**config.mk**
```make
export PLATFORM = sky130hd
export DESIGN_NAME = button_event_arbiter_flat
export DESIGN_NICKNAME = d
export VERILOG_FILES = /design/src/rtl/button_event_if.sv /design/src/rtl/button_event_arbiter.sv /design/src/flat_wrapper.sv
export SDC_FILE = /design/constraint.sdc
export NUM_CORES = 1
export LEC_CHECK = 0
export BUFFER_PORTS_ARGS = -buffer_cell sky130_fd_sc_hd__buf_2
export CAP_MARGIN = 20
export CORE_MARGIN = 3
export CORE_UTILIZATION = 40
export DETAILED_ROUTE_END_ITERATION = 10
export GPL_TIMING_DRIVEN = 0
export HOLD_SLACK_MARGIN = 0.06
export SLEW_MARGIN = 30
export SYNTH_ARGS = -nofsm -noshare
export SYNTH_HDL_FRONTEND = slang
export SYNTH_SLANG_ARGS = --single-unit
```
**constraint.sdc**
```tcl
create_clock -name clk -period 4.21 [get_ports clk]
set_input_delay 0.2105 -clock clk [delete_from_list [all_inputs] [get_ports clk]]
set_output_delay 0.2105 -clock clk [all_outputs]
set_load 0.03 [all_outputs]
```
**src/rtl/button_event_if.sv**
```systemverilog
// Event channel from the button arbiter to the downstream control FSM.
// The master offers evt_idx/evt_rel under evt_valid; the slave accepts with evt_ready.
interface button_event_if #(
    parameter int IDX_W = 3
);
    logic             evt_valid;
    logic             evt_ready;
    logic [IDX_W-1:0] evt_idx;
    logic             evt_rel;

    modport master (
        output evt_valid,
        output evt_idx,
        output evt_rel,
        input  evt_ready
    );

    modport slave (
        input  evt_valid,
        input  evt_idx,
        input  evt_rel,
        output evt_ready
    );
endinterface

```
**src/rtl/button_event_arbiter.sv**
```systemverilog
// Turns debounced button edges into queued one-shot events, served round-robin over one channel.
// Optional macro RELEASE_EVENT_EN adds release events on falling edges.
//
// state | meaning
// IDLE  | no event offered; pick the next pending source at or after rr_ptr
// OFFER | event held on evt_idx/evt_rel until evt_ready
module button_event_arbiter #(
    parameter int N_BTN = 5,
    parameter int IDX_W = 3
) (
    input  logic               clk,
    input  logic               reset,
    input  logic [N_BTN-1:0]   btn_in,
    button_event_if.master     evt,
    output logic [N_BTN-1:0]   ovf,
    input  logic               ovf_clr,
    output logic               state_out
);
    typedef enum logic {IDLE = 1'b0, OFFER = 1'b1} state_t;

    state_t             state, state_nxt;
    logic [N_BTN-1:0]   prev, rise, press_pend, press_clr, press_ovf, drop;
    logic [IDX_W-1:0]   rr_ptr, rr_nxt, idx_q, idx_nxt, sel_idx;
    logic               valid_q, valid_nxt, rel_q, rel_nxt, sel_rel, found, accept;

    assign rise   = btn_in & ~prev;
    assign accept = (state == OFFER) && evt.evt_ready;

    always_comb begin
        press_clr = '0;
        for (int i = 0; i < N_BTN; i++)
            press_clr[i] = accept && !rel_q && (idx_q == IDX_W'(i));
    end

    // A rise on a source that is still pending and not being served right now is lost.
    assign press_ovf = rise & press_pend & ~press_clr;

`ifdef RELEASE_EVENT_EN
    logic [N_BTN-1:0] fall, rel_pend, rel_clr, rel_ovf;

    assign fall = ~btn_in & prev;

    always_comb begin
        rel_clr = '0;
        for (int i = 0; i < N_BTN; i++)
            rel_clr[i] = accept && rel_q && (idx_q == IDX_W'(i));
    end

    assign rel_ovf = fall & rel_pend & ~rel_clr;
    assign drop    = press_ovf | rel_ovf;

    always_ff @(posedge clk) begin
        if (reset) rel_pend <= '0;
        else       rel_pend <= (rel_pend & ~rel_clr) | fall;
    end

    assign evt.evt_rel = rel_q;
`else
    assign drop        = press_ovf;
    assign evt.evt_rel = 1'b0;
`endif

    // Search order starts at rr_ptr; within one index press precedes release.
    always_comb begin
        int j;
        j       = 0;
        found   = 1'b0;
        sel_idx = '0;
        sel_rel = 1'b0;
        for (int k = 0; k < N_BTN; k++) begin
            j = int'(rr_ptr) + k;
            if (j >= N_BTN) j = j - N_BTN;
            if (!found && press_pend[j]) begin
                found   = 1'b1;
                sel_idx = IDX_W'(j);
                sel_rel = 1'b0;
            end
`ifdef RELEASE_EVENT_EN
            else if (!found && rel_pend[j]) begin
                found   = 1'b1;
                sel_idx = IDX_W'(j);
                sel_rel = 1'b1;
            end
`endif
        end
    end

    always_comb begin
        state_nxt = state;
        valid_nxt = valid_q;
        idx_nxt   = idx_q;
        rel_nxt   = rel_q;
        rr_nxt    = rr_ptr;
        case (state)
            IDLE: begin
                if (found) begin
                    state_nxt = OFFER;
                    valid_nxt = 1'b1;
                    idx_nxt   = sel_idx;
                    rel_nxt   = sel_rel;
                end
            end
            OFFER: begin
                if (evt.evt_ready) begin
                    state_nxt = IDLE;
                    valid_nxt = 1'b0;
                    rr_nxt    = (idx_q == IDX_W'(N_BTN - 1)) ? '0 : idx_q + IDX_W'(1);
                end
            end
            default: state_nxt = IDLE;
        endcase
    end

    always_ff @(posedge clk) begin
        if (reset) begin
            state      <= IDLE;
            valid_q    <= 1'b0;
            idx_q      <= '0;
            rel_q      <= 1'b0;
            rr_ptr     <= '0;
            prev       <= '0;
            press_pend <= '0;
            ovf        <= '0;
        end else begin
            state      <= state_nxt;
            valid_q    <= valid_nxt;
            idx_q      <= idx_nxt;
            rel_q      <= rel_nxt;
            rr_ptr     <= rr_nxt;
            prev       <= btn_in;
            press_pend <= (press_pend & ~press_clr) | rise;
            ovf        <= (ovf & ~{N_BTN{ovf_clr}}) | drop;
        end
    end

    assign evt.evt_valid = valid_q;
    assign evt.evt_idx   = idx_q;
    assign state_out     = (state == OFFER);
endmodule

```
**src/flat_wrapper.sv**
```systemverilog
// flat-port wrapper written by rule: the top's interface ports become plain ports
module button_event_arbiter_flat 
#(
    parameter int N_BTN = 5,
    parameter int IDX_W = 3
)
  (clk, reset, btn_in, ovf, ovf_clr, state_out, evt_evt_valid, evt_evt_idx, evt_evt_rel, evt_evt_ready);
  button_event_if #(.IDX_W(IDX_W)) evt_i ();
  input  logic clk;
  input  logic reset;
  input  logic [N_BTN-1:0] btn_in;
  output logic [N_BTN-1:0] ovf;
  input  logic ovf_clr;
  output logic state_out;
  output wire logic [$bits(evt_i.evt_valid)-1:0] evt_evt_valid;
  output wire logic [$bits(evt_i.evt_idx)-1:0] evt_evt_idx;
  output wire logic [$bits(evt_i.evt_rel)-1:0] evt_evt_rel;
  input wire logic [$bits(evt_i.evt_ready)-1:0] evt_evt_ready;
  assign evt_evt_valid = evt_i.evt_valid;
  assign evt_evt_idx = evt_i.evt_idx;
  assign evt_evt_rel = evt_i.evt_rel;
  assign evt_i.evt_ready = evt_evt_ready;
  button_event_arbiter #(.N_BTN(N_BTN), .IDX_W(IDX_W)) u_core (.clk(clk), .reset(reset), .btn_in(btn_in), .evt(evt_i), .ovf(ovf), .ovf_clr(ovf_clr), .state_out(state_out));
endmodule
```
# After elaboration in Yosys (flattened, before gate mapping)
# Cells that the tools add are included.
# classes
n_addsub,10
order_cmp,10
eq_ne,6
n_mux,37
n_bitwise,11
reduce_logical,18
# ops
cell,count
"< comparator 32 x 5 -> 1 bit, second input constant",5
2-to-1 mux 32 bit,5
"greater-or-equal comparator 32 x 4 -> 1 bit, second input constant",4
"subtractor 32 x 4 -> 32 bit, second input constant",4
AND 5 bit,5
2-to-1 mux 1 bit,19
2-to-1 mux 3 bit,6
binary-select mux 1 bit (select 3 bit),5
NOT 5 bit,3
logical AND 1 bit,10
bitwise OR 5 bit,2
"adder 3 x 2 -> 4 bit, second input constant",2
"equality test 3 x 2 -> 1 bit, second input constant",2
AND reduction 2 bit,3
"adder 3 x 1 -> 4 bit, second input constant",1
"adder 3 x 3 -> 4 bit, second input constant",1
logical NOT 1 bit,4
case mux 1 bit (2 select lines),2
"subtractor 3 x 3 -> 4 bit, second input constant",1
"adder 3 x 1 -> 3 bit, second input constant",1
"equality test 3 x 1 -> 1 bit, second input constant",1
"equality test 3 bit, second input constant",1
"greater-or-equal comparator 3 bit, second input constant",1
logical NOT 3 bit,1
3 further kinds,3
# totals
regBits,23
in_bits,9
output_inout_bits,11
word_cells,99

# Logic depth before layout (Yosys ltp)
# Gate-level depths: netlist of the first run.
# depth
ltp_word,20
ltp_mapped,15

# Worst setup path after synthesis of the first run
# OpenSTA, ideal clock, no wires.
# synth_timing
kind,flip-flop to flip-flop
from,register u_core.rr_ptr[0]
to,register u_core.idx_q[2] (netlist: u_core.evt.evt_idx[2])
setup_ns,0.134
arrival_ns,3.083
required_ns,4.076
path_slack_ns,0.993
stages_incl_launch_ff,16
path_cell_list,dfxtp_1 buf_4 inv_2 buf_2 ha_1 inv_1 fa_1 clkbuf_1 nor2_1 a2bb2oi_1 mux2_2 a211o_1 nor2_1 nand2_1 nor4_1 nor4_1
# synth_via
elab_chain_len,19
# synth_rtl
item,line,rtl
start: declaration,button_event_arbiter.sv:23,"logic [IDX_W-1:0] rr_ptr, rr_nxt, idx_q, idx_nxt, sel_idx;"
start signal: assignment,button_event_arbiter.sv:129,rr_ptr <= rr_nxt;
"parallel branches: the longest is 19 deep, another holds subtractor 32 x 4 -> 32 bit",-,
end signal: assignment,button_event_arbiter.sv:127,idx_q <= idx_nxt;
end: declaration,button_event_arbiter.sv:23,
# Parallel ways; which one is timed is not known. The select of a mux whose other input is x is not followed.
# A chain may end at the register's enable or synchronous reset.

# Final worst setup path of the first run
# Ends and elaborated chain as after synthesis.

==> results of run 1 <==
cells by family after synthesis:
family | share of synthesized area
AOI/OAI and AO/OA | 0.282
xor gates and xnor gates | 0.0275
adders and majority gates | 0.102
buffers and inverters | 0.0721
DFF | 0.241
muxes | 0.0505
other | 0.00197
and+or+nand+nor | 0.222
final timing paths:
kind	startpoint	to	slack (ns)
setup / recovery	u_core.rr_ptr[0]	u_core.evt.evt_idx[2]	0.43
hold reg to reg	u_core.evt.evt_valid	u_core.evt.evt_valid	0.46
setup reg to reg	u_core.rr_ptr[0]	u_core.evt.evt_idx[2]	0.43
hold / removal	reset	u_core.prev[1]	0.15
layer usage:
metal / track usage / vias up
met3: 0.0280 / 2
met5: 0 / -
met4: 0.0217 / 0
li1: - / 907
met1: 0.281 / 875
met2: 0.300 / 46
layout by cell type, fill, tap and decap left out, drive strengths merged, types with 2 or more instances in the layout:
| cell type | instances |
|---|---|
| a21boi | 2 |
| xnor2 | 6 |
| nor3 | 5 |
| o221ai | 2 |
| a211oi | 3 |
| a2bb2oi | 5 |
| nor2b | 12 |
| a21oi | 17 |
| a31oi | 4 |
| mux4 | 2 |
| buf | 23 |
| o211ai | 3 |
| ha | 14 |
| nand2 | 18 |
| o2111ai | 2 |
| inv | 19 |
| nand3 | 3 |
| a22oi | 3 |
| a32oi | 2 |
| or4 | 3 |
| nand2b | 8 |
| o21ai | 6 |
| mux2i | 4 |
| a211o | 2 |
| and3 | 3 |
| dfxtp | 23 |
| clkbuf | 11 |
| nor2 | 24 |
| nor4 | 2 |
| o21a | 2 |
| nand4 | 2 |
stage by stage:
step | instances | utilization | setup slack (ns) | instance area, um2
6_report | 313 | 0.472 | 0.428 | 2110
5_1_grt | 313 | 0.472 | 0.170 | 2110
4_1_cts | 313 | 0.472 | 0.455 | 2110
3_5_place_dp | 309 | 0.461 | 0.468 | 2060
3_3_place_gp | 309 | 0.461 | 0.519 | 2060
2_1_floorplan | 239 | - | 0.993 | 1910
flip-flops by register name, indices dropped and copies added, names as in the netlist:
name,count
u_core.evt.evt_valid,1
u_core.ovf,5
u_core.evt.evt_idx,3
u_core.prev,5
u_core.rr_ptr,3
u_core.press_pend,5
u_core.state_out,1
final cells by class:
type | count | area, um2
Clock inverter | 1 | 7.51
Inverter | 19 | 71.3
Sequential cell | 23 | 460
Buffer | 13 | 66.3
Clock buffer | 3 | 41.3
Timing Repair Buffer | 18 | 90.1
Fill cell | 467 | 2360
Multi-Input combinational cell | 184 | 1310
Tap cell | 52 | 65.1
power by group through the flow:
stage                     clock, mW  combinational [mW]  sequential, mW
after global routing          0.154               0.794           0.298
after detailed placement          0               0.701           0.297
after CTS                     0.147               0.706           0.292
after floorplan                   0               0.513           0.326
after global placement            0               0.697           0.297
final                         0.143               0.710           0.291
==> impl_metrics.toml, run 1 <==
[logic_synthesis]
synthCells = 239
ys_seq_area_frac = 0.241
syn_avg_cell_area_um2 = 7.98
synthFlopType = "dfxtp_1"
syn_area_mm2 = 0.00191
synthTopCellsByCount = "nor2_1, dfxtp_1, inv_1, nand2_1, a21oi_1"
yosys_warnings = 0
synth_area_leader_cell = "dfxtp_1"
ys_types = 63
synth_nets = 263
synth_edf_count = 0
yosys.area.top_type_share = 0.241
ys_ff_latch = 23
async_reset_ff_frac = 0
synth.most_common_cell = "nor2_1"
synth.area.top_cells = "dfxtp_1, ha_1, nor2_1"

[critical_path]
slowest_stage = "mux2_2"
cp.depth = 15
start_kind = "register"
crit_buf_inv = 5
worstPathRequired_ns = 4.34
slowest_delay_ns = 0.38
crit_fanout = 11
end_kind = "register"
critPathArrivalTime_ns = 3.92
worstSetupPathType = "reg2reg"
cp_top_family = "simple AND/OR/NAND/NOR gates"
r2r_cells = 15
cp_cell_sequence = "buf_4 -> inv_2 -> buf_2 -> ha_1 -> inv_1 -> fa_1 -> clkbuf_1 -> nor2_1 -> a2bb2oi_1 -> mux2_2 -> a211o_1 -> nor2_1 -> nand2_1 -> nor4_1 -> nor4_1"

[sta]
max_freq_mhz = 264
relSlewSlack = 0.651
final_hold_viol_count = 0
fin_crit_sh = 0.898
rsz0062_at_grt = "false"
tns_ns = 0
finalSetupViolCount = 0
tightest_slew_ns = 0.524
period_needed_ns = 3.78
holdWs_ns = 0.153
fin_skew_ns = 0.00505
slew_viol_final = 0

[pwr]
p_leak_nw = 0.890
p_int_mw = 0.602
power_frac_seq = 0.255
switchingPower_mw = 0.542
finalPower_mw = 1.14
clock_power_share = 0.125
combPwrFrac = 0.621
p_per_area_mw_per_mm2 = 542
p_sw_frac = 0.473
irDropWorstVdd_mv = 0.245

[worst_hold_path]
hold_path_class = "in2reg"
worstHoldPathCells = 2

[routing]
met3_length_um = 195
route.detailed.drc = 0
drt_iter0_drc = 176
ant_nets = 0
vias_per_cell = 5.85
drt-pass1-iter-count = 5
top_layer_used = "met4"
wl_met2_um = 2300
vias = 1830
wl_per_cell_um = 15.6
totalWireLength_um = 4890
wl_met1_um = 2380

[floorplan]
row_count = 24
start_util = 0.426
chipWidth_um = 75.1
fp.coreArea_mm2 = 0.00447
die_h_um = 75.1
die_area_mm2 = 0.00563
ios = 20

[grt]
grt_pass1_vias = 1709
grt_overflow = 0
grt_usage = 0.190
grt_antenna_before_repair = 0
grt_pass1_wl_um = 8300
grt_max_degree = 15

[clocking]
postCtsHoldBufs = 0
clock-sinks = 23
post_cts_buffers = 0
clkLatencyLatePin_ns = 0.27
clockBufferDepth = 2
cts_htree_levels = 1
cts_tree = "built"
clockRootBuffer = "clkbuf_8"
ctsResizeCount = 0
cts_buffers = 3
clk_pin_slew_ns = 0.09

[place]
dp_hpwl_um = 3760
place.gp.congestion = 0.868
port_buffers = 18

[finish]
drive_gt1_frac = 0.138
n_antenna_cell = 0
area_growth_pct = 10.7
num-nets-final = 286

[run_status]
status = "finished, final reports clean"

[run]
drv_cap = 0
(Power assumes the default switching activity.)
==> run 2: changes to the inputs <==
--- a/config.mk
+++ b/config.mk
@@ -7,7 +7,7 @@
 export LEC_CHECK = 0
 export BUFFER_PORTS_ARGS = -buffer_cell sky130_fd_sc_hd__buf_2
 export CAP_MARGIN = 20
-export CORE_MARGIN = 3
+export CORE_MARGIN = 2
 export CORE_UTILIZATION = 40
 export DETAILED_ROUTE_END_ITERATION = 10
 export GPL_TIMING_DRIVEN = 0
==> run 2 against run 1 <==
  * Hold slack improved by 0.018 ns
  * Clock-buffer cell count increased by 1
  * Global-route usage increased by 0.079 points
  * Fmax increased by 2.8%
  * Largest cell class unchanged
  * Combinational power decreased by 1%
  * Critical endpoint unchanged
  * Utilization decreased by 1.9 points
  * Design area about the same
  * Critical path depth unchanged
  * Cell count increased by 0.64%
  * Sequential cell count unchanged
==> impl_metrics.toml, run 2 (same netlist as run 1, synthesis figures left out) <==
[routing]
wl_per_cell_um = 14.9
totalWireLength_um = 4700
drt_iter0_drc = 115
met3_length_um = 207
route.detailed.drc = 0
wl_met1_um = 2110
top_layer_used = "met4"
vias = 1812
vias_per_cell = 5.75
drt-pass1-iter-count = 4
ant_nets = 0
wl_met2_um = 2200

[finish]
fillerInstances = 471
area_growth_pct = 10.6
final_cells = 315
reg.largest.list = "u_core.ovf: 5 flops, u_core.press_pend: 5 flops, u_core.prev: 5 flops"
final_cell_mix = "nor2_1, dfxtp_1, buf_2"
n_antenna_cell = 0
final_core_util = 0.453
layout_commonest_cell = "nor2_1"
drive_gt1_frac = 0.134
num-nets-final = 286

[sta]
slew_viol_final = 0
period_needed_ns = 3.68
tns_ns = 0
fin_skew_ns = 0.00174
finalSetupViolCount = 0
fin_crit_sh = 0.873
final_hold_viol_count = 0
max_freq_mhz = 272
setup_ws_ns = 0.533
tightest_slew_ns = 0.551
relSlewSlack = 0.623
rsz0062_at_grt = "false"

[floorplan]
die_h_um = 73.1
fp.coreArea_mm2 = 0.00466
row_count = 25
die_area_mm2 = 0.00534
chipWidth_um = 73.1
start_util = 0.409
ios = 20

[grt]
grt_usage = 0.191
grt_pass1_wl_um = 8010
grt_antenna_before_repair = 0
grt_max_degree = 13
grt_pass1_vias = 1752
grt_overflow = 0

[critical_path]
slowest_delay_ns = 0.38
cp_cell_sequence = "buf_4 -> inv_2 -> buf_2 -> ha_1 -> inv_1 -> fa_1 -> clkbuf_1 -> nor2_1 -> a2bb2oi_1 -> mux2_2 -> a211o_1 -> nor2_1 -> nand2_1 -> nor4_1 -> nor4_1"
worstPathRequired_ns = 4.34
start_kind = "register"
rrSetupSlack_ns = 0.53
worstSetupPathType = "reg2reg"
crit_fanout = 11
end_kind = "register"
slowest_stage = "mux2_2"
critPathArrivalTime_ns = 3.80

[clocking]
clockBufferDepth = 2
clk_pin_slew_ns = 0.07
clockRootBuffer = "clkbuf_8"
postCtsHoldBufs = 0
cts_htree_levels = 1
ctsResizeCount = 0
clock-sinks = 23
clkLatencyLatePin_ns = 0.26
cts_buffers = 3
cts_tree = "built"
post_cts_buffers = 0

[pwr]
p_per_area_mw_per_mm2 = 532
finalPower_mw = 1.12
p_leak_nw = 0.891
irDropWorstVdd_mv = 0.240

[run_status]
status = "finished, final reports clean"

[place]
dp_hpwl_um = 3630
post-place-ws_ns = 0.558
port_buffers = 18
place_inst = 311
place.gp.congestion = 0.835

[worst_hold_path]
hold_path_class = "in2reg"

[run]
drv_cap = 0
## run 2: report_power, final
part           internal (mW)  switching [mW]  total [mW]  leakage (nW)
registers              0.251          0.0375       0.289         0.190
clock network         0.0674          0.0652       0.133        0.0228
logic                  0.284           0.417       0.702         0.678
total                  0.603           0.520        1.12         0.891
## run 2: area by class of cell
class | instances | area, um2 | area share
Multi-Input combinational cell | 184 | 1310 | 0.621
Sequential cell | 23 | 460 | 0.218
Timing Repair Buffer | 18 | 90.1 | 0.0427
Inverter | 19 | 71.3 | 0.0338
Tap cell | 54 | 67.6 | 0.0320
Buffer | 13 | 66.3 | 0.0314
Clock buffer | 4 | 45.0 | 0.0213
## run 2: path summary, 6_finish.rpt
check                       startpoint                    end  depth (start not counted)
setup / recovery      u_core.rr_ptr[0]  u_core.evt.evt_idx[2]                         15
hold / removal                   reset         u_core.prev[1]                          2
setup reg to reg      u_core.rr_ptr[0]  u_core.evt.evt_idx[2]                         15
hold reg to reg   u_core.evt.evt_valid   u_core.evt.evt_valid                          1
## run 2: worst max-delay path, delay by kind of cell, from the launching register on
family	cells	cell delay, ns
mux	1	0.38
fa+ha+maj	2	0.58
compound gates	2	0.70
flops	1	0.36
simple gates	5	0.77
buf+inv	5	0.74
## run 2: routing by layer
metal | track usage | vias to the layer above
met4 | 0.0967 | 0
met3 | 0.0124 | 14
met1 | 0.241 | 833
met2 | 0.324 | 56
met5 | 0 | -
li1 | - | 909
## run 2: per-stage QoR
step / hold WS [ns] / instance area, um2
3_3_place_gp: 0.437 / 2070
5_1_grt: 0.182 / 2110
4_1_cts: 0.166 / 2110
2_1_floorplan: 0.282 / 1910
3_5_place_dp: 0.442 / 2070
6_report: 0.172 / 2110
